--- src/rtl/alu_pkg.sv ---
// Shared ALU opcodes and arbiter FSM encoding for the Execute-stage ALU arbiter.
package alu_pkg;

    localparam logic [1:0] ST_IDLE = 2'd0;
    localparam logic [1:0] ST_EXEC = 2'd1;
    localparam logic [1:0] ST_RESP = 2'd2;

    typedef enum logic [2:0] {
        ALU_ADD  = 3'b000,
        ALU_SUB  = 3'b001,
        ALU_AND  = 3'b010,
        ALU_OR   = 3'b011,
        ALU_SLTU = 3'b100
    } alu_op_t;

    typedef enum logic [1:0] {
        IDLE = ST_IDLE,
        EXEC = ST_EXEC,
        RESP = ST_RESP
    } arb_state_t;

endpackage

--- src/rtl/alu.sv ---
// Combinational ALU (ADD/SUB/AND/OR/SLTU, unknown opcodes add) with an optional output register.
module alu
    import alu_pkg::*;
#(
    parameter int DATA_WIDTH = 32,
    parameter int SEL_WIDTH  = 3,
    parameter int REG_OUTPUT = 0
) (
    input  logic                  i_clk,
    input  logic                  i_rst_n,
    input  logic [DATA_WIDTH-1:0] i_a,
    input  logic [DATA_WIDTH-1:0] i_b,
    input  logic [SEL_WIDTH-1:0]  i_sel,
    output logic [DATA_WIDTH-1:0] o_result
);

    logic [DATA_WIDTH-1:0] result_next;

    always_comb begin
        case (i_sel)
            SEL_WIDTH'(ALU_SUB):  result_next = i_a - i_b;
            SEL_WIDTH'(ALU_AND):  result_next = i_a & i_b;
            SEL_WIDTH'(ALU_OR):   result_next = i_a | i_b;
            SEL_WIDTH'(ALU_SLTU): result_next = {{(DATA_WIDTH-1){1'b0}}, (i_a < i_b)};
            default:              result_next = i_a + i_b;
        endcase
    end

    generate
        if (REG_OUTPUT != 0) begin : g_reg_out
            logic [DATA_WIDTH-1:0] result_reg;

            always_ff @(posedge i_clk or negedge i_rst_n) begin
                if (!i_rst_n) begin
                    result_reg <= '0;
                end else begin
                    result_reg <= result_next;
                end
            end

            assign o_result = result_reg;
        end else begin : g_comb_out
            logic unused_clk_rst;

            assign unused_clk_rst = i_clk ^ i_rst_n;
            assign o_result       = result_next;
        end
    endgenerate

endmodule

--- src/rtl/alu_arb_grant.sv ---
// Grant selection for the ALU arbiter: round-robin by default, lowest index wins
// when ALU_ARB_FIXED_PRIO_EN is defined (no pointer state in that build).
module alu_arb_grant #(
    parameter  int NUM_REQ = 2,
    localparam int ID_W    = $clog2(NUM_REQ)
) (
    input  logic               i_clk,
    input  logic               i_rst_n,
    input  logic [NUM_REQ-1:0] i_req_valid,
    input  logic               i_grant_en,
    output logic [NUM_REQ-1:0] o_grant,
    output logic [ID_W-1:0]    o_grant_id,
    output logic               o_accept
);

    // cand_id[j] is the requester examined at search position j
    logic [ID_W-1:0] cand_id [NUM_REQ];
    logic [ID_W-1:0] grant_id;
    logic            grant_any;

`ifdef ALU_ARB_FIXED_PRIO_EN
    logic unused_clk_rst;

    assign unused_clk_rst = i_clk ^ i_rst_n;

    generate
        for (genvar gi = 0; gi < NUM_REQ; gi++) begin : g_cand
            assign cand_id[gi] = ID_W'(gi);
        end
    endgenerate
`else
    logic [ID_W-1:0] ptr_reg;
    logic [ID_W-1:0] ptr_next;

    generate
        for (genvar gi = 0; gi < NUM_REQ; gi++) begin : g_cand
            logic [ID_W:0] sum;

            assign sum         = {1'b0, ptr_reg} + (ID_W+1)'(gi);
            assign cand_id[gi] = (sum >= (ID_W+1)'(NUM_REQ)) ? ID_W'(sum - (ID_W+1)'(NUM_REQ))
                                                             : sum[ID_W-1:0];
        end
    endgenerate

    always_comb begin
        ptr_next = ptr_reg;
        if (o_accept) begin
            ptr_next = (grant_id == ID_W'(NUM_REQ-1)) ? '0 : grant_id + 1'b1;
        end
    end

    always_ff @(posedge i_clk or negedge i_rst_n) begin
        if (!i_rst_n) begin
            ptr_reg <= '0;
        end else begin
            ptr_reg <= ptr_next;
        end
    end
`endif

    // Walk from the back so the earliest valid search position wins
    always_comb begin
        grant_id  = '0;
        grant_any = 1'b0;
        for (int j = NUM_REQ - 1; j >= 0; j--) begin
            if (i_req_valid[cand_id[j]]) begin
                grant_id  = cand_id[j];
                grant_any = 1'b1;
            end
        end
    end

    generate
        for (genvar gi = 0; gi < NUM_REQ; gi++) begin : g_grant
            assign o_grant[gi] = i_grant_en & grant_any & (grant_id == ID_W'(gi));
        end
    endgenerate

    assign o_grant_id = grant_id;
    assign o_accept   = i_grant_en & grant_any;

endmodule

--- src/rtl/alu_arbiter.sv ---
// Shares one ALU between NUM_REQ requesters; one operation in flight, result returned tagged with ID.
// Optional build macro: ALU_ARB_FIXED_PRIO_EN selects fixed lowest-index priority instead of round-robin.
module alu_arbiter
    import alu_pkg::*;
#(
    parameter  int DATA_WIDTH = 32,
    parameter  int SEL_WIDTH  = 3,
    parameter  int NUM_REQ    = 2,
    localparam int ID_W       = $clog2(NUM_REQ)
) (
    input  logic                          i_clk,
    input  logic                          i_rst_n,
    input  logic [NUM_REQ-1:0]            i_req_valid,
    output logic [NUM_REQ-1:0]            o_req_ready,
    input  logic [NUM_REQ*DATA_WIDTH-1:0] i_req_src_a,
    input  logic [NUM_REQ*DATA_WIDTH-1:0] i_req_src_b,
    input  logic [NUM_REQ*SEL_WIDTH-1:0]  i_req_sel,
    output logic                          o_rsp_valid,
    input  logic                          i_rsp_ready,
    output logic [DATA_WIDTH-1:0]         o_rsp_data,
    output logic [ID_W-1:0]               o_rsp_id
);

    arb_state_t            state_reg;
    arb_state_t            state_next;

    logic [DATA_WIDTH-1:0] op_a_reg;
    logic [DATA_WIDTH-1:0] op_b_reg;
    logic [SEL_WIDTH-1:0]  op_sel_reg;
    logic [ID_W-1:0]       op_id_reg;

    logic                  rsp_valid_reg;
    logic [DATA_WIDTH-1:0] rsp_data_reg;
    logic [ID_W-1:0]       rsp_id_reg;

    logic                  grant_en;
    logic                  accept;
    logic [NUM_REQ-1:0]    grant_vec;
    logic [ID_W-1:0]       grant_id;
    logic [DATA_WIDTH-1:0] alu_result;

    logic [DATA_WIDTH-1:0] src_a_arr [NUM_REQ];
    logic [DATA_WIDTH-1:0] src_b_arr [NUM_REQ];
    logic [SEL_WIDTH-1:0]  sel_arr   [NUM_REQ];

    generate
        for (genvar gi = 0; gi < NUM_REQ; gi++) begin : g_unpack
            assign src_a_arr[gi] = i_req_src_a[gi*DATA_WIDTH +: DATA_WIDTH];
            assign src_b_arr[gi] = i_req_src_b[gi*DATA_WIDTH +: DATA_WIDTH];
            assign sel_arr[gi]   = i_req_sel[gi*SEL_WIDTH +: SEL_WIDTH];
        end
    endgenerate

    // Reset gating keeps ready low while reset is held even if requesters are valid
    assign grant_en = i_rst_n & ((state_reg == IDLE) | ((state_reg == RESP) & i_rsp_ready));

    alu_arb_grant #(
        .NUM_REQ (NUM_REQ)
    ) u_grant (
        .i_clk       (i_clk),
        .i_rst_n     (i_rst_n),
        .i_req_valid (i_req_valid),
        .i_grant_en  (grant_en),
        .o_grant     (grant_vec),
        .o_grant_id  (grant_id),
        .o_accept    (accept)
    );

    alu #(
        .DATA_WIDTH (DATA_WIDTH),
        .SEL_WIDTH  (SEL_WIDTH),
        .REG_OUTPUT (0)
    ) u_alu (
        .i_clk    (i_clk),
        .i_rst_n  (i_rst_n),
        .i_a      (op_a_reg),
        .i_b      (op_b_reg),
        .i_sel    (op_sel_reg),
        .o_result (alu_result)
    );

    always_comb begin
        state_next = state_reg;
        case (state_reg)
            IDLE: begin
                if (accept) begin
                    state_next = EXEC;
                end
            end
            EXEC: state_next = RESP;
            RESP: begin
                if (i_rsp_ready) begin
                    state_next = accept ? EXEC : IDLE;
                end
            end
            default: state_next = IDLE;
        endcase
    end

    always_ff @(posedge i_clk or negedge i_rst_n) begin
        if (!i_rst_n) begin
            state_reg     <= IDLE;
            op_a_reg      <= '0;
            op_b_reg      <= '0;
            op_sel_reg    <= '0;
            op_id_reg     <= '0;
            rsp_valid_reg <= 1'b0;
            rsp_data_reg  <= '0;
            rsp_id_reg    <= '0;
        end else begin
            state_reg <= state_next;
            if (accept) begin
                op_a_reg   <= src_a_arr[grant_id];
                op_b_reg   <= src_b_arr[grant_id];
                op_sel_reg <= sel_arr[grant_id];
                op_id_reg  <= grant_id;
            end
            // Result is captured once at the end of EXEC and held through RESP
            if (state_reg == EXEC) begin
                rsp_valid_reg <= 1'b1;
                rsp_data_reg  <= alu_result;
                rsp_id_reg    <= op_id_reg;
            end else if ((state_reg == RESP) && i_rsp_ready) begin
                rsp_valid_reg <= 1'b0;
            end
        end
    end

    assign o_req_ready = grant_vec;
    assign o_rsp_valid = rsp_valid_reg;
    assign o_rsp_data  = rsp_data_reg;
    assign o_rsp_id    = rsp_id_reg;

endmodule

--- config.mk ---
export PLATFORM = sky130hd
export DESIGN_NAME = alu_arbiter
export DESIGN_NICKNAME = d
export VERILOG_FILES = /design/src/rtl/alu_pkg.sv /design/src/rtl/alu.sv /design/src/rtl/alu_arb_grant.sv /design/src/rtl/alu_arbiter.sv
export SDC_FILE = /design/constraint.sdc
export NUM_CORES = 1
export LEC_CHECK = 0
export CORE_ASPECT_RATIO = 1.75
export CORE_MARGIN = 2
export CORE_UTILIZATION = 54
export DETAILED_ROUTE_END_ITERATION = 16
export GPL_TIMING_DRIVEN = 0
export HOLD_SLACK_MARGIN = 0.03
export PLACE_DENSITY = 0.83
export SYNTH_ARGS = -nofsm -noshare
export SYNTH_HDL_FRONTEND = slang
export SYNTH_SLANG_ARGS = --single-unit
--- constraint.sdc ---
create_clock -name i_clk -period 4.2 [get_ports i_clk]
set_input_delay 0.42 -clock i_clk [delete_from_list [all_inputs] [get_ports i_clk]]
set_output_delay 0.42 -clock i_clk [all_outputs]
set_load 0.02 [all_outputs]
## After elaboration in Yosys (flattened, before gate mapping)

Index checks and enable logic that the tools add are counted.

| operators by class | value |
|---|---|
| add/subtract/negate cells | 6 |
| order comparisons | 6 |
| eq/ne operators | 8 |
| multiplexer cells | 27 |
| bitwise logic cells | 10 |
| reduce and logical (&&, ||, !) cells | 4 |

Operator list:

| operator | count |
|---|---|
| $mux W32 | 6 |
| $pmux W32 S4 | 1 |
| $add A32 B32 Y32 | 1 |
| $and A32 B32 Y32 | 1 |
| $lt A32 B32 Y1 | 1 |
| $or A32 B32 Y32 | 1 |
| $sub A32 B32 Y32 | 1 |
| $mux W1 | 14 |
| $mux W3 | 3 |
| $eq A3 B2 Y1 const B | 2 |
| $pmux W2 S3 | 1 |
| $and A1 B1 Y1 | 5 |
| $ge A2 B2 Y1 const B | 2 |
| $lt A1 B2 Y1 const B | 2 |
| $mux W2 | 2 |
| $ne A2 B2 Y1 const B | 2 |
| $eq A3 B1 Y1 const B | 1 |
| $eq A3 B3 Y1 const B | 1 |
| $add A1 B1 Y2 const B | 1 |
| $eq A2 B1 Y1 const B | 1 |
| $eq A2 B2 Y1 const B | 1 |
| $ge A1 B2 Y1 const B | 1 |
| $logic_not A2 Y1 | 1 |
| $not A1 Y2 | 1 |
| 7 further kinds | 8 |

| storage, ports and cells | value |
|---|---|
| flip-flop bits (word level) | 105 |
| input port bits | 139 |
| logic and storage cells | 70 |

## Logic depth before layout (Yosys ltp)

| logic depth | value |
|---|---|
| depth after elaboration | 11 |
| mapped depth | 12 |
| depth with buffers taken out | 12 |

## Hierarchy

Synthesis repeated with hierarchy kept, for this count alone.

| second synthesis, totals | value |
|---|---|
| cell total of the unflattened synthesis | 1,136 |
| area, all modules | 9,663.0 um^2 |

Modules (own cells, without submodules):

| module | times used | cells an instance | area each (um^2) | seq. area each (um^2) |
|---|---|---|---|---|
| alu | 1 | 751 | 4,961.0 | 0.0 |
| alu_arbiter | 1 | 376 | 4,630.7 | 2,602.5 |
| alu_arb_grant | 1 | 9 | 71.3 | 25.0 |

## Least setup slack after synthesis

No wires, ideal clock.

| timing path | value |
|---|---|
| path type | reg2reg |
| from | reg op_a_reg[0] |
| to | reg rsp_data_reg[24] (netlist: o_rsp_data[24]) |
| data arrival time | 2.818 ns |
| path slack | 1.261 ns |
| stages on the path, launching flop included | 13 |
| buffers on the path | 0 |
| cells stage by stage | dfrtp_1 -> inv_1 -> ha_1 -> fa_1 -> o21ba_2 -> or4_1 -> a21oi_2 -> o21ai_2 -> a211oi_1 -> o311ai_0 -> and3_1 -> o21a_1 -> o22a_1 |

| on the way | value |
|---|---|
| word-level cells in the longest chain between the ends | 2 |
| elaborated cells on any way between the ends | 3 |

Ends and longest elaborated chain:

| item | line | source |
|---|---|---|
| start: declaration | alu_arbiter.sv:27 | `logic [DATA_WIDTH-1:0] op_a_reg;` |
| start signal: assignment | alu_arbiter.sv:113 | `op_a_reg <= src_a_arr[grant_id];` |
| $add A32 B32 Y32 or $sub A32 B32 Y32 (tied branches) | alu.sv:25, alu.sv:21 |  |
| $pmux W32 S4 (*) | alu.sv:20 | `case (i_sel)` |
| end signal: assignment | alu_arbiter.sv:121 | `rsp_data_reg <= alu_result;` |
| end: declaration | alu_arbiter.sv:33 | `logic [DATA_WIDTH-1:0] rsp_data_reg;` |

Mark *: on every way between the ends. The rest lies on a longest branch, timed or not.
A chain may end at the register's enable or synchronous reset.

## Final worst setup path

| timing path | value |
|---|---|
| from | reg op_b_reg[1] |
| to | reg rsp_data_reg[19] (netlist: o_rsp_data[19]) |

| on the way | value |
|---|---|
| word-level cells in the longest chain between the ends | 2 |
| elaborated cells on any way between the ends | 3 |

Ends and longest elaborated chain:

| item | line | source |
|---|---|---|
| start: declaration | alu_arbiter.sv:28 | `logic [DATA_WIDTH-1:0] op_b_reg;` |
| start signal: assignment | alu_arbiter.sv:114 | `op_b_reg <= src_b_arr[grant_id];` |
| $add A32 B32 Y32 or $sub A32 B32 Y32 (tied branches) | alu.sv:25, alu.sv:21 |  |
| $pmux W32 S4 (*) | alu.sv:20 |  |

Marked as above.

==> results.yml <==
placed_design:
  dpl-instance-area_um2: 10900
  post-place-ws_ns: 0.544
  place.gp.congestion: 1.01
  dp.final_hpwl_mm: 25.3
  dp_cell_count: 1454
  place.port_buffers: 174
yosys:
  sequential_fraction_of_the_synthesis_area_pct: 29.5
  muxShareOfSynthArea_pct: 0.449
  yosysWarnings: 0
  yosysMostFrequentCell: "sky130_fd_sc_hd__inv_1"
  synth_enable_flop_cells: 0
  post_synth_and_or_nand_nor_area_fraction_pct: 12.8
  dominantRegCellSynth: "sky130_fd_sc_hd__dfrtp_1"
  synthDominantAreaCellType: "sky130_fd_sc_hd__dfrtp_1"
  synth_top_family_by_area: "compound AO/OA/AOI/OAI gates"
  fraction_of_the_mapped_netlist_area_in_adder_cells_pct: 14.1
  ys_top_cells_by_count: "sky130_fd_sc_hd__inv_1 (160), sky130_fd_sc_hd__dfrtp_1 (105), sky130_fd_sc_hd__ha_1 (97)"
  synthDistinctLibCells: 75
  syn_area_um2: 8910
  synth_largest_type_area_fraction_pct: 29.5
  yosys-top-cells-area: "sky130_fd_sc_hd__dfrtp_1 (29%), sky130_fd_sc_hd__ha_1 (14%), sky130_fd_sc_hd__a222oi_1 (7.6%)"
  synth_seq_cells: 105
  synthesis.instances: 1087
  syn_area_per_cell_um2: 8.20
  post_synth_xor_area_fraction_pct: 2.26
  share_of_flip_flops_with_an_asynchronous_set_or_reset_after_synthesis_pct: 100
  mappedNetlistNets: 1325
  synth_compound_gate_area_share_pct: 30.6
sta:
  timing.final.crit_share_pct: 90.8
  timing.max_slew.rel_slack_pct: 25.9
  timing.setup.tns_ns: 0
  timing.final.crit_period_ns: 3.81
  fmaxAchievable_mhz: 262
  clock_skew_ns: 0.00756
  worst_pin_slew_ns: 1.11
  worst_slack_ns: 0.385
  grt_setup_unrepaired: "no"
  final.hold.worst_slack_ns: 0.171
  setup_viol: 0
  timing.final.hold_violations: 0
  report.final.slew_viol_count: 0
detailed_routing:
  wl_met1_mm: 11.8
  viasPerCell: 6.46
  met3_wirelength_mm: 1.99
  wl_per_cell_um: 22.4
  detailedRoute.firstIterationViolations: 853
  drc: 0
  first_pass_iters: 10
  route.vias.total: 9501
  topRoutingLayerUsed: "met4"
  finalWirelength_mm: 33.0
  met2_wl_mm: 17.0
  detail-route-antenna-nets: 0
pwr:
  power.switching_mw: 3.80
  power_frac_seq_pct: 22.3
  power_switching_share_pct: 49.8
  cellInternalPower_mw: 3.83
  static-leakage-power_nw: 5.27
  vdd_drop_max_mv: 0.398
  p_per_area_nw_per_um2: 679
  combinational_fraction_of_design_power_pct: 64.8
  power_frac_clock_pct: 12.9
global_route:
  grt_pass1_wl_mm: 50.5
  track_usage_pct: 37.4
  grt_antenna_before_repair: 0
  vias_in_the_first_global_route: 9377
  globalRouteOverflowTotal: 0
  grt_start_max_net_pins: 67
finish:
  final.fill_count: 1395
  flow.area_growth_from_synthesis_pct: 26.2
  final_non_filler_cells: 1471
  net_count_of_the_finished_layout: 1511
  layout-drive-gt1-share_pct: 3.44
  final_design_area_no_fill_um2: 11200
run_status:
  run_status: "finished clean"
worst_hold_path:
  hold_path.class: "primary input to async pin"
clock_tree:
  cts_setup_buffers: 0
  clk_path_buf_depth: 2
  total_clock_buffers_created_by_cts: 9
  path_clk_slew_ns: 0.08
  ctsResizeCount: 0
  cts_root_buf: "sky130_fd_sc_hd__clkbuf_16"
  insertion_delay_ns: 0.38
  cts_num_sinks: 105
  clock_tree.htree_level_count: 3
  number_of_hold_repair_buffers_added_at_the_cts_stage: 0
  cts_tree: "yes"
run:
  max_cap_violations: 0
floorplan:
  die_height_um: 174
  die_w_um: 101
  coreArea_um2: 16300
  floorplan.initialDensity_pct: 54.7
  core.rowCount: 62
  num_io_pins: 175
  design.die.area_um2: 17600
worst_setup_path:
  worst-endpoint-arrival_ns: 4.13
  critical_path.startpoint_type: "flop"
  rr_worst_depth: 11
  required_ns: 4.52
  path_max_fanout: 5
  crit_type: "flop to flop"
  worst_setup_path_end_kind: "flop"
==> per-stage QoR <==
stage | util, % | power, mW
5_1_grt | 69.0 | 8.16
6_report | 69.0 | 7.63
2_1_floorplan | - | 4.89
3_3_place_gp | 66.9 | 6.44
4_1_cts | 69.0 | 7.53
3_5_place_dp | 67.0 | 6.53
==> area by class of cell <==
class                      instances  area, um2  share of cell area (%)
multi-input combinational        744       5360                    47.7
sequential                       105       2630                    23.4
timing repair buffer             175       1760                    15.7
inverter                         162        608                    5.41
buffer                            76        310                    2.76
clock buffer                      11        243                    2.16
tap                              192        240                    2.14
clock inverter                     5       86.3                   0.768
antenna                            1       2.50                  0.0223
==> cell families (layout without fill, tap and decap cells) <==
family          after synthesis  in the layout
fa+ha+maj                    99             99
mux                           4              4
compound gates              375            375
other cells                   0              1
flops                       105            105
simple gates                243            243
xor+xnor                     23             23
buf+inv                     238            429
==> path summary, 6_finish.rpt <==
kind	from	to	slack, ns
setup / recovery	op_b_reg[1]	o_rsp_data[19]	0.39
setup reg to reg	op_b_reg[1]	o_rsp_data[19]	0.39
min in group i_clk	o_rsp_id	o_rsp_id	0.48
hold reg to reg	o_rsp_id	o_rsp_id	0.48
hold / removal	i_rst_n	op_sel_reg[0]	0.17
max in group asynchronous	i_rst_n	op_a_reg[18]	3.28
==> placed cells by master, fill, tap and decap left out, drive strengths merged, types with 11 or more instances in the layout <==
cell type      count
clkdlybuf4s50    173
nor3              16
nor2              93
xnor2             18
a21oi             83
a31oi             14
buf               18
nand2             63
o21ai             67
nand3             11
inv              163
dfrtp            105
clkbuf            71
ha                97
o31ai             15
a222oi            68
nand2b            11
a21o              18
==> power groups by stage <==
stage / combinational, mW / clock [mW] / sequential [mW]
global placement: 4.74 / 0 / 1.70
finish: 4.94 / 0.984 / 1.70
CTS: 4.85 / 0.986 / 1.69
detailed placement: 4.82 / 0 / 1.71
floorplan: 3.10 / 0 / 1.79
global route: 5.40 / 1.02 / 1.74
==> metal layers <==
| metal | global-route usage, % | up-vias |
|---|---|---|
| met2 | 65.8 | 474 |
| met4 | 23.1 | 0 |
| met1 | 41.1 | 4585 |
| met3 | 5.67 | 128 |
| li1 | - | 4314 |
| met5 | 0 | - |
==> worst max-delay path, stage by stage (launching register included) <==
cell and delay (ns):
sky130_fd_sc_hd__dfrtp_1 0.49, sky130_fd_sc_hd__inv_1 0.12, sky130_fd_sc_hd__ha_1 0.33, sky130_fd_sc_hd__nor2_1 0.07
sky130_fd_sc_hd__o311ai_0 0.76, sky130_fd_sc_hd__a211oi_1 0.38, sky130_fd_sc_hd__o31ai_2 0.44, sky130_fd_sc_hd__a21boi_1 0.22
sky130_fd_sc_hd__nor4_1 0.21, sky130_fd_sc_hd__nor4b_1 0.10, sky130_fd_sc_hd__a2111oi_0 0.45, sky130_fd_sc_hd__o22a_1 0.18
(Power assumes the default switching activity.)
